### src/rtl/hams_merge_sched.sv
// Sequencer for the 4-to-1 merge-sort stage: gates column sources into the sorter, drains its output FIFO.
// Optional perf counters (perf_cycles/perf_stall/perf_bp) are built when HAMS_SCHED_PERF_EN is defined.
module hams_merge_sched #(
    parameter int NUM_COLS = 4,
    parameter int LEN_W    = 9,
    parameter int DATA_W   = 64,
    parameter int TOT_W    = LEN_W + 2
) (
    input  logic                         clk,
    input  logic                         rst_n,
    input  logic                         start,
    input  logic                         abort,
    input  logic [NUM_COLS*LEN_W-1:0]    col_len,
    input  logic [NUM_COLS-1:0]          src_vld,
    input  logic [NUM_COLS*DATA_W-1:0]   src_data,
    output logic [NUM_COLS-1:0]          src_rdy,
    output logic [NUM_COLS-1:0]          srt_col_ena,
    output logic [NUM_COLS-1:0]          srt_push,
    output logic [NUM_COLS*DATA_W-1:0]   srt_data,
    input  logic                         srt_full,
    input  logic                         srt_empty,
    input  logic [DATA_W-1:0]            srt_dout,
    output logic                         srt_pop,
    output logic                         out_vld,
    output logic [DATA_W-1:0]            out_data,
    input  logic                         out_rdy,
    output logic                         busy,
    output logic                         done
`ifdef HAMS_SCHED_PERF_EN
    ,
    output logic [31:0]                  perf_cycles,
    output logic [31:0]                  perf_stall,
    output logic [31:0]                  perf_bp
`endif
);

    typedef enum logic [1:0] {S_IDLE, S_FILL, S_DRAIN, S_FIN} state_t;

    state_t                              r_state, w_nxt;
    logic [NUM_COLS-1:0][LEN_W-1:0]      r_len, r_push_cnt;
    logic [TOT_W-1:0]                    r_total, r_pop_cnt, w_tot_in;
    logic                                r_out_vld;
    logic [DATA_W-1:0]                   r_out_data;
    logic                                w_fill, w_busy, w_accept, w_abort, w_fill_done, w_last_acc;

    assign w_fill   = (r_state == S_FILL);
    assign w_busy   = w_fill || (r_state == S_DRAIN);
    // abort outranks a same-cycle start
    assign w_accept = (r_state == S_IDLE) && start && !abort;
    assign w_abort  = w_busy && abort;

    always_comb begin
        w_tot_in    = '0;
        w_fill_done = 1'b1;
        for (int i = 0; i < NUM_COLS; i++) begin
            w_tot_in = w_tot_in + TOT_W'(col_len[i*LEN_W +: LEN_W]);
            if (r_push_cnt[i] != r_len[i]) w_fill_done = 1'b0;
        end
    end

    for (genvar g = 0; g < NUM_COLS; g++) begin : g_col
        assign srt_col_ena[g] = w_fill && (r_push_cnt[g] < r_len[g]);
        assign src_rdy[g]     = srt_col_ena[g] & ~srt_full;
        assign srt_push[g]    = src_vld[g] & src_rdy[g];
    end

    assign srt_data   = src_data;
    assign srt_pop    = w_busy && !srt_empty && (r_pop_cnt < r_total) && (!r_out_vld || out_rdy);
    assign w_last_acc = (r_pop_cnt == r_total) && (!r_out_vld || out_rdy);
    assign out_vld    = r_out_vld;
    assign out_data   = r_out_data;
    assign busy       = w_busy;
    assign done       = (r_state == S_FIN);

    always_comb begin
        w_nxt = r_state;
        case (r_state)
            S_IDLE:  if (w_accept) w_nxt = (w_tot_in == '0) ? S_FIN : S_FILL;
            S_FILL:  if (abort) w_nxt = S_IDLE; else if (w_fill_done) w_nxt = S_DRAIN;
            S_DRAIN: if (abort) w_nxt = S_IDLE; else if (w_last_acc) w_nxt = S_FIN;
            S_FIN:   w_nxt = S_IDLE;
            default: w_nxt = S_IDLE;
        endcase
    end

    always_ff @(posedge clk or negedge rst_n) begin
        if (!rst_n) begin
            r_state    <= S_IDLE;
            r_len      <= '0;
            r_total    <= '0;
            r_push_cnt <= '0;
            r_pop_cnt  <= '0;
            r_out_vld  <= 1'b0;
            r_out_data <= '0;
        end else begin
            r_state <= w_nxt;
            if (w_accept) begin
                r_len      <= col_len;
                r_total    <= w_tot_in;
                r_push_cnt <= '0;
                r_pop_cnt  <= '0;
            end else if (w_abort || r_state == S_FIN) begin
                r_push_cnt <= '0;
                r_pop_cnt  <= '0;
            end else begin
                for (int i = 0; i < NUM_COLS; i++)
                    if (srt_push[i]) r_push_cnt[i] <= r_push_cnt[i] + LEN_W'(1);
                if (srt_pop) r_pop_cnt <= r_pop_cnt + TOT_W'(1);
            end
            // output register holds its data until accepted or replaced by a fresh pop
            if (w_abort) begin
                r_out_vld <= 1'b0;
            end else if (srt_pop) begin
                r_out_vld  <= 1'b1;
                r_out_data <= srt_dout;
            end else if (out_rdy) begin
                r_out_vld <= 1'b0;
            end
        end
    end

`ifdef HAMS_SCHED_PERF_EN
    logic [31:0] r_perf_cycles, r_perf_stall, r_perf_bp;

    always_ff @(posedge clk or negedge rst_n) begin
        if (!rst_n) begin
            r_perf_cycles <= '0;
            r_perf_stall  <= '0;
            r_perf_bp     <= '0;
        end else if (w_accept) begin
            r_perf_cycles <= '0;
            r_perf_stall  <= '0;
            r_perf_bp     <= '0;
        end else begin
            if (w_busy && r_perf_cycles != '1) r_perf_cycles <= r_perf_cycles + 32'd1;
            if (w_fill && srt_full && r_perf_stall != '1) r_perf_stall <= r_perf_stall + 32'd1;
            if (r_out_vld && !out_rdy && r_perf_bp != '1) r_perf_bp <= r_perf_bp + 32'd1;
        end
    end

    assign perf_cycles = r_perf_cycles;
    assign perf_stall  = r_perf_stall;
    assign perf_bp     = r_perf_bp;
`endif

endmodule
### config.mk
export PLATFORM = sky130hd
export DESIGN_NAME = hams_merge_sched
export DESIGN_NICKNAME = d
export VERILOG_FILES = /design/src/rtl/hams_merge_sched.sv
export SDC_FILE = /design/constraint.sdc
export NUM_CORES = 1
export LEC_CHECK = 0
export BUFFER_PORTS_ARGS = -buffer_cell sky130_fd_sc_hd__buf_4
export CAP_MARGIN = 20
export CORE_AREA = 2 2 272 274
export CTS_CLUSTER_SIZE = 12
export DETAILED_ROUTE_END_ITERATION = 8
export DIE_AREA = 0 0 274 276
export HOLD_SLACK_MARGIN = 0.02
export PLACE_DENSITY = 0.35
export SLEW_MARGIN = 40
export SYNTH_ARGS = -nofsm -noshare
export SYNTH_HDL_FRONTEND = slang
export SYNTH_SLANG_ARGS = --single-unit
### constraint.sdc
create_clock -name clk -period 2.7 [get_ports clk]
set_input_delay 0.27 -clock clk [delete_from_list [all_inputs] [get_ports clk]]
set_output_delay 0.27 -clock clk [all_outputs]
set_load 0.05 [all_outputs]
Word level (Yosys, flattened, before mapping)
Index checks and enable logic that the tools add are counted.
Operators by class
  add/subtract/negate cells: 8
  multipliers: 0
  div/mod/pow operators: 0
  $lt $le $gt $ge: 5
  equal/unequal tests: 11
  shift-type cells: 0
  mux-type cells: 23
  bitwise operators: 10
  reduce and logical (&&, ||, !) cells: 27
Operators with widths (count)
  36-bit two-way mux: 2
  9-bit by 1-bit adder with 9-bit output (second input constant): 4
  9-bit < comparator: 4
  9-bit two-way mux: 4
  9-bit != test: 4
  11-bit two-way mux: 3
  3-bit nonzero test: 6
  2-bit two-way mux: 6
  10-bit by 9-bit adder with 11-bit output: 1
  11-bit by 1-bit adder with 11-bit output (second input constant): 1
  11-bit by 9-bit adder with 11-bit output: 1
  11-bit == test: 1
  1-bit logical AND: 11
  11-bit zero test: 1
  11-bit < comparator: 1
  9-bit by 9-bit adder with 10-bit output: 1
  1-bit AND: 8
  2-bit case mux with 4 select lines: 1
  1-bit two-way mux: 7
  2-bit == test (second input constant): 2
  1-bit zero test: 3
  1-bit logical OR: 3
  3-bit by 2-bit != test with 1-bit output (second input constant): 1
  3-bit != test (second input constant): 1
  6 further kinds: 7
Storage, ports and cells
  register bits: 161
  bits in latches: 0
  bits in writable memories: 0
  bits in read-only memories: 0
  output and inout port bits: 336
  word-level logic and storage cells: 97
  memories: 0

Longest topological paths before layout
  depth after elaboration: 8
  depth in mapped cells: 13
  gate-level depth less buffers: 13

Worst setup path after synthesis
No wires, ideal clock.
  path type: register to output
  start point: reg r_push_cnt[10] in the netlist's numbering
  end point: out src_rdy[1]
  data arrival time: 3884 ps
  data required time: 2430 ps
  setup slack: -1454 ps
  stages on the path, launching flop included: 8
  cell sequence: dfrtp_1 ha_1 nor2b_1 o21a_1 o211ai_1 a31oi_1 nor4b_1 nor2b_1
Between the ends
  word-level cells in the longest chain between the ends: 3
Ends and longest elaborated chain
  from (decl): RTL line 40  | logic [NUM_COLS-1:0][LEN_W-1:0] r_len, r_push_cnt;
  from (signal, indexed assignment): RTL line 107  | if (srt_push[i]) r_push_cnt[i] <= r_push_cnt[i] + LEN_W'(1);
  9-bit < comparator: RTL line 62  | assign srt_col_ena[g] = w_fill && (r_push_cnt[g] < r_len[g]);
  1-bit logical AND: RTL line 62
  named net srt_col_ena[1]: RTL line 17  | output logic [NUM_COLS-1:0] srt_col_ena,
  1-bit AND: RTL line 63  | assign src_rdy[g] = srt_col_ena[g] & ~srt_full;
  to (decl): RTL line 16  | output logic [NUM_COLS-1:0] src_rdy,
The timed path passes the listed nets, and every way through them passes these cells.

Final worst setup path
  start point: in col_len[1]
  end point: reg r_state[1]
Between the ends
  word-level cells in the longest chain between the ends: 7
Ends and longest elaborated chain
  from (decl): RTL line 13  | input logic [NUM_COLS*LEN_W-1:0] col_len,
  9-bit by 9-bit adder with 10-bit output: RTL line 56  | w_tot_in = w_tot_in + TOT_W'(col_len[i*LEN_W +: LEN_W]);
  10-bit by 9-bit adder with 11-bit output: RTL line 56
  11-bit by 9-bit adder with 11-bit output: RTL line 56
  11-bit zero test: RTL line 78  | S_IDLE: if (w_accept) w_nxt = (w_tot_in == '0) ? S_FIN : S_FILL;
  2-bit two-way mux (2 in a row): RTL line 78
  2-bit case mux with 4 select lines: RTL line 77  | case (r_state)
  to (signal assigned): RTL line 96  | r_state <= w_nxt;
  to (decl): RTL line 39  | state_t r_state, w_nxt;
No other way between the ends. The select of a mux whose other input is x is not followed.
A chain may end at the register's enable or synchronous reset.

==> results.md <==
* Final worst-path cycle share at 102%
* Crit path DAT at 3150 ps
* Total Wirelength at 35,500 um
* Vias post-DR at 7,526
* Final setup skew at ~15 ps
* Max clock buf depth at 2
* Area Overhead vs Synth at 27.1%
* Crit path required time at 3100 ps
* Port bufs at 190
* Initial antenna violation count at 4
* Outcome: finished with violations
* Vias per cell at 3.52
* Worst slew margin at about 53%
* Most frequent CP cell: fa_2
* Avg Inst Size Synth at just over 10 um2
* First DRT Iteration DRCs at 300
* CTS sink count at about 160
* Area share of the largest cell type after synthesis at 36.5%
* Layout Nets at around 1,600
* Endpoints failing setup at 5
* Worst-path clk slew at 70 ps
* Fmax at about 360 MHz
* Row count at 99
* Total global-route track usage at a little under a tenth
* Final worst slack at -49.3 ps
* DR pass1 iterations at 4
* Finished Core Util at 19.3%
* Placed Area at 0.0122 mm2
* Sequential fraction of the synthesis area at between 30% and 40%
* Mapped Cells at 1,081
* Post-synth EDFFs at 0
* Core Area at about 0.073 mm2
* Most common cell in the synthesized netlist: buf_4
* Worst slew pin tran at 699 ps
* Critical Path Max Stage Delay at 560 ps
* DP HPWL at 27,800 um
* # DRC at 0
* Crit path launch type: input port
* Slowest stage cell, crit path: fa_1
* Critical path type: in2reg
* Warning count from the yosys run at 0
* TritonCTS Buffers at 17
* Critical path cell sequence: buf_6 -> inv_4 -> fa_1 -> inv_2 -> fa_2 -> ha_4 -> fa_2 -> a211oi_2 -> o21bai_1 -> a21oi_1 -> xnor2_1 -> nor4bb_2 -> o211ai_1 -> a31oi_1
* Synth area leaders: dfrtp_1 37%, buf_4 17%, mux2_4 8.2%
* Die ar. at approximately 0.076 mm2
* Layout cells sized above 1 at 37.7%
* Synth area leader: dfrtp_1
* Number of global-route vias before repair at about 8,000
* Synth Flop Type: dfrtp_1
* CTS tree: yes
* RSZ-0062 raised after global routing: yes
* Post-layout power at between 15,000 and 20,000 uW
* Asr flop ratio synth at 100%
* Reg2Reg Setup Slack at 150 ps
* MaxCap Viol Count at 0
* Final Instance Area at 0.0140 mm2
* Initial Util at 15.2%
* Routed Antenna Nets at 0
* IO Count at 703
* Routability Congestion at 0.763
* First-pass GRT wire length at 52,600 um
* Final hold vios at 0
* Mapped Area at 0.0110 mm2
* Placed insts at 2,012
* Crit path time final at roughly 2700 ps
* Chip width at 274 um
* Synth unique cells at 55
* Largest net degree at the start of global routing at 82
* Hold Crit Class: in2reg
* Max VDD drop at approximately 800 uV
* Worst-Skew Late Latency at between 400 and 500 ps
* Yosys reg bits at 161
* Worst-path maximum fanout at 2
* Root Buffer: clkbuf_16
* Slew Limit Fails at 0
* Leakage at between 0.006 and 0.007 uW
* Synthesized net count at 1,533
* Crit. End Element: flip-flop
* Post-Layout Cell Count at 2,137
* Die Y at about 280 um
* TNS Setup at -138 ps
* Synth cell count leaders: 256 x buf_4, 161 x dfrtp_1, 97 x inv_1
* Antenna diodes at 0
* Failing checks: setup timing
* Pwr Density at 1070 mW/mm2
* Routed wire per std cell at 16.6 um
* Total gr overflow at 0
* Number of H-tree levels at 4
==> layer usage <==
| metal | GRT usage, % | routed length, um | vias up |
|---|---|---|---|
| met4 | 4.91 | 1510 | 2 |
| met5 | 0.385 | 39 | - |
| met1 | 11.4 | 15100 | 3654 |
| met3 | 3.39 | 2170 | 108 |
| li1 | - | - | 3522 |
| met2 | 14.7 | 16600 | 240 |
==> repair_timing <==
| item | 4_1_cts | 5_1_grt |
|---|---|---|
| buffers inserted | 12 | 13 |
| gates resized for setup | 43 | 30 |
| pin swaps | 25 | 18 |
| setup endpoints to repair | 15 | 15 |
| endpoints found under the hold margin | 127 | 0 |
| hold buffers | 72 | 0 |
==> kinds of logic (layout without fill, tap and decap cells) <==
kind of cell	Yosys count	after routing	synth area share, %
compound gates	118	118	6.75
flops	161	161	36.5
simple gates	224	224	10.8
buf+inv	376	473	21.9
xor+xnor	33	33	2.62
mux	84	84	10.5
fa+ha+maj	85	85	10.9
==> worst paths after layout <==
| check | start | end | cells after the start |
|---|---|---|---|
| hold reg to reg | r_len[26]$_DFFE_PN0P_ | r_len[26]$_DFFE_PN0P_ | 2 |
| hold / removal | col_len[10] | r_len[10]$_DFFE_PN0P_ | 3 |
| setup / recovery | col_len[1] | r_state[1]$_DFFE_PN0P_ | 14 |
| min in group asynchronous | rst_n | out_data[41]$_DFFE_PN0P_ | 2 |
| max in group asynchronous | rst_n | r_push_cnt[10]$_DFFE_PN0P_ | 3 |
| setup reg to reg | r_pop_cnt[8]$_DFFE_PN0P_ | out_data[29]$_DFFE_PN0P_ | 9 |
==> worst max-delay path, delay by kind of cell <==
kind                     cells  cell delay, ps
adder cells (fa/ha/maj)      4            1550
AO/OA/AOI/OAI                5             790
AND/OR/NAND/NOR              1             240
buffers and inverters        3             150
XOR/XNOR                     1             150
==> power breakdown <==
group / switching, uW / internal, uW
sequential: 620 / 3320
clock: 1190 / 1470
combinational: 4860 / 3570
total: 6670 / 8360
==> cell type report <==
class / instances / area (um2)
clock buffers: 17 / 425
clock inverters: 13 / 176
fillers: 8094 / 58600
inverters: 97 / 374
multi-input cells: 544 / 4890
flip-flops and latches: 161 / 4030
well taps: 959 / 1200
repair buffers: 346 / 2930
==> sequential cells by signal (all words and copies together), names as in the netlist <==
register,count
r_state,2
out_data,64
r_total,11
out_vld,1
r_push_cnt,36
r_len,36
r_pop_cnt,11
==> placed cells by master, fill, tap and decap left out, types with 23 or more instances in the layout <==
master         instances
mux2_4                60
dlygate4sd3_1         72
buf_4                252
xnor2_1               23
inv_1                 85
o21ai_0               45
nor2_1                39
dfrtp_1              160
nand4_1               23
nand2_1               63
ha_1                  60
==> stage by stage <==
step	setup slack (ps)	hold WS, ps
global route	-220	85.2
finish	-49.3	99.8
global placement	-766	318
CTS	-182	52.4
detailed placement	-770	326
floorplan	-341	-25.6
No activity file was read; power rests on OpenSTA's default activity.
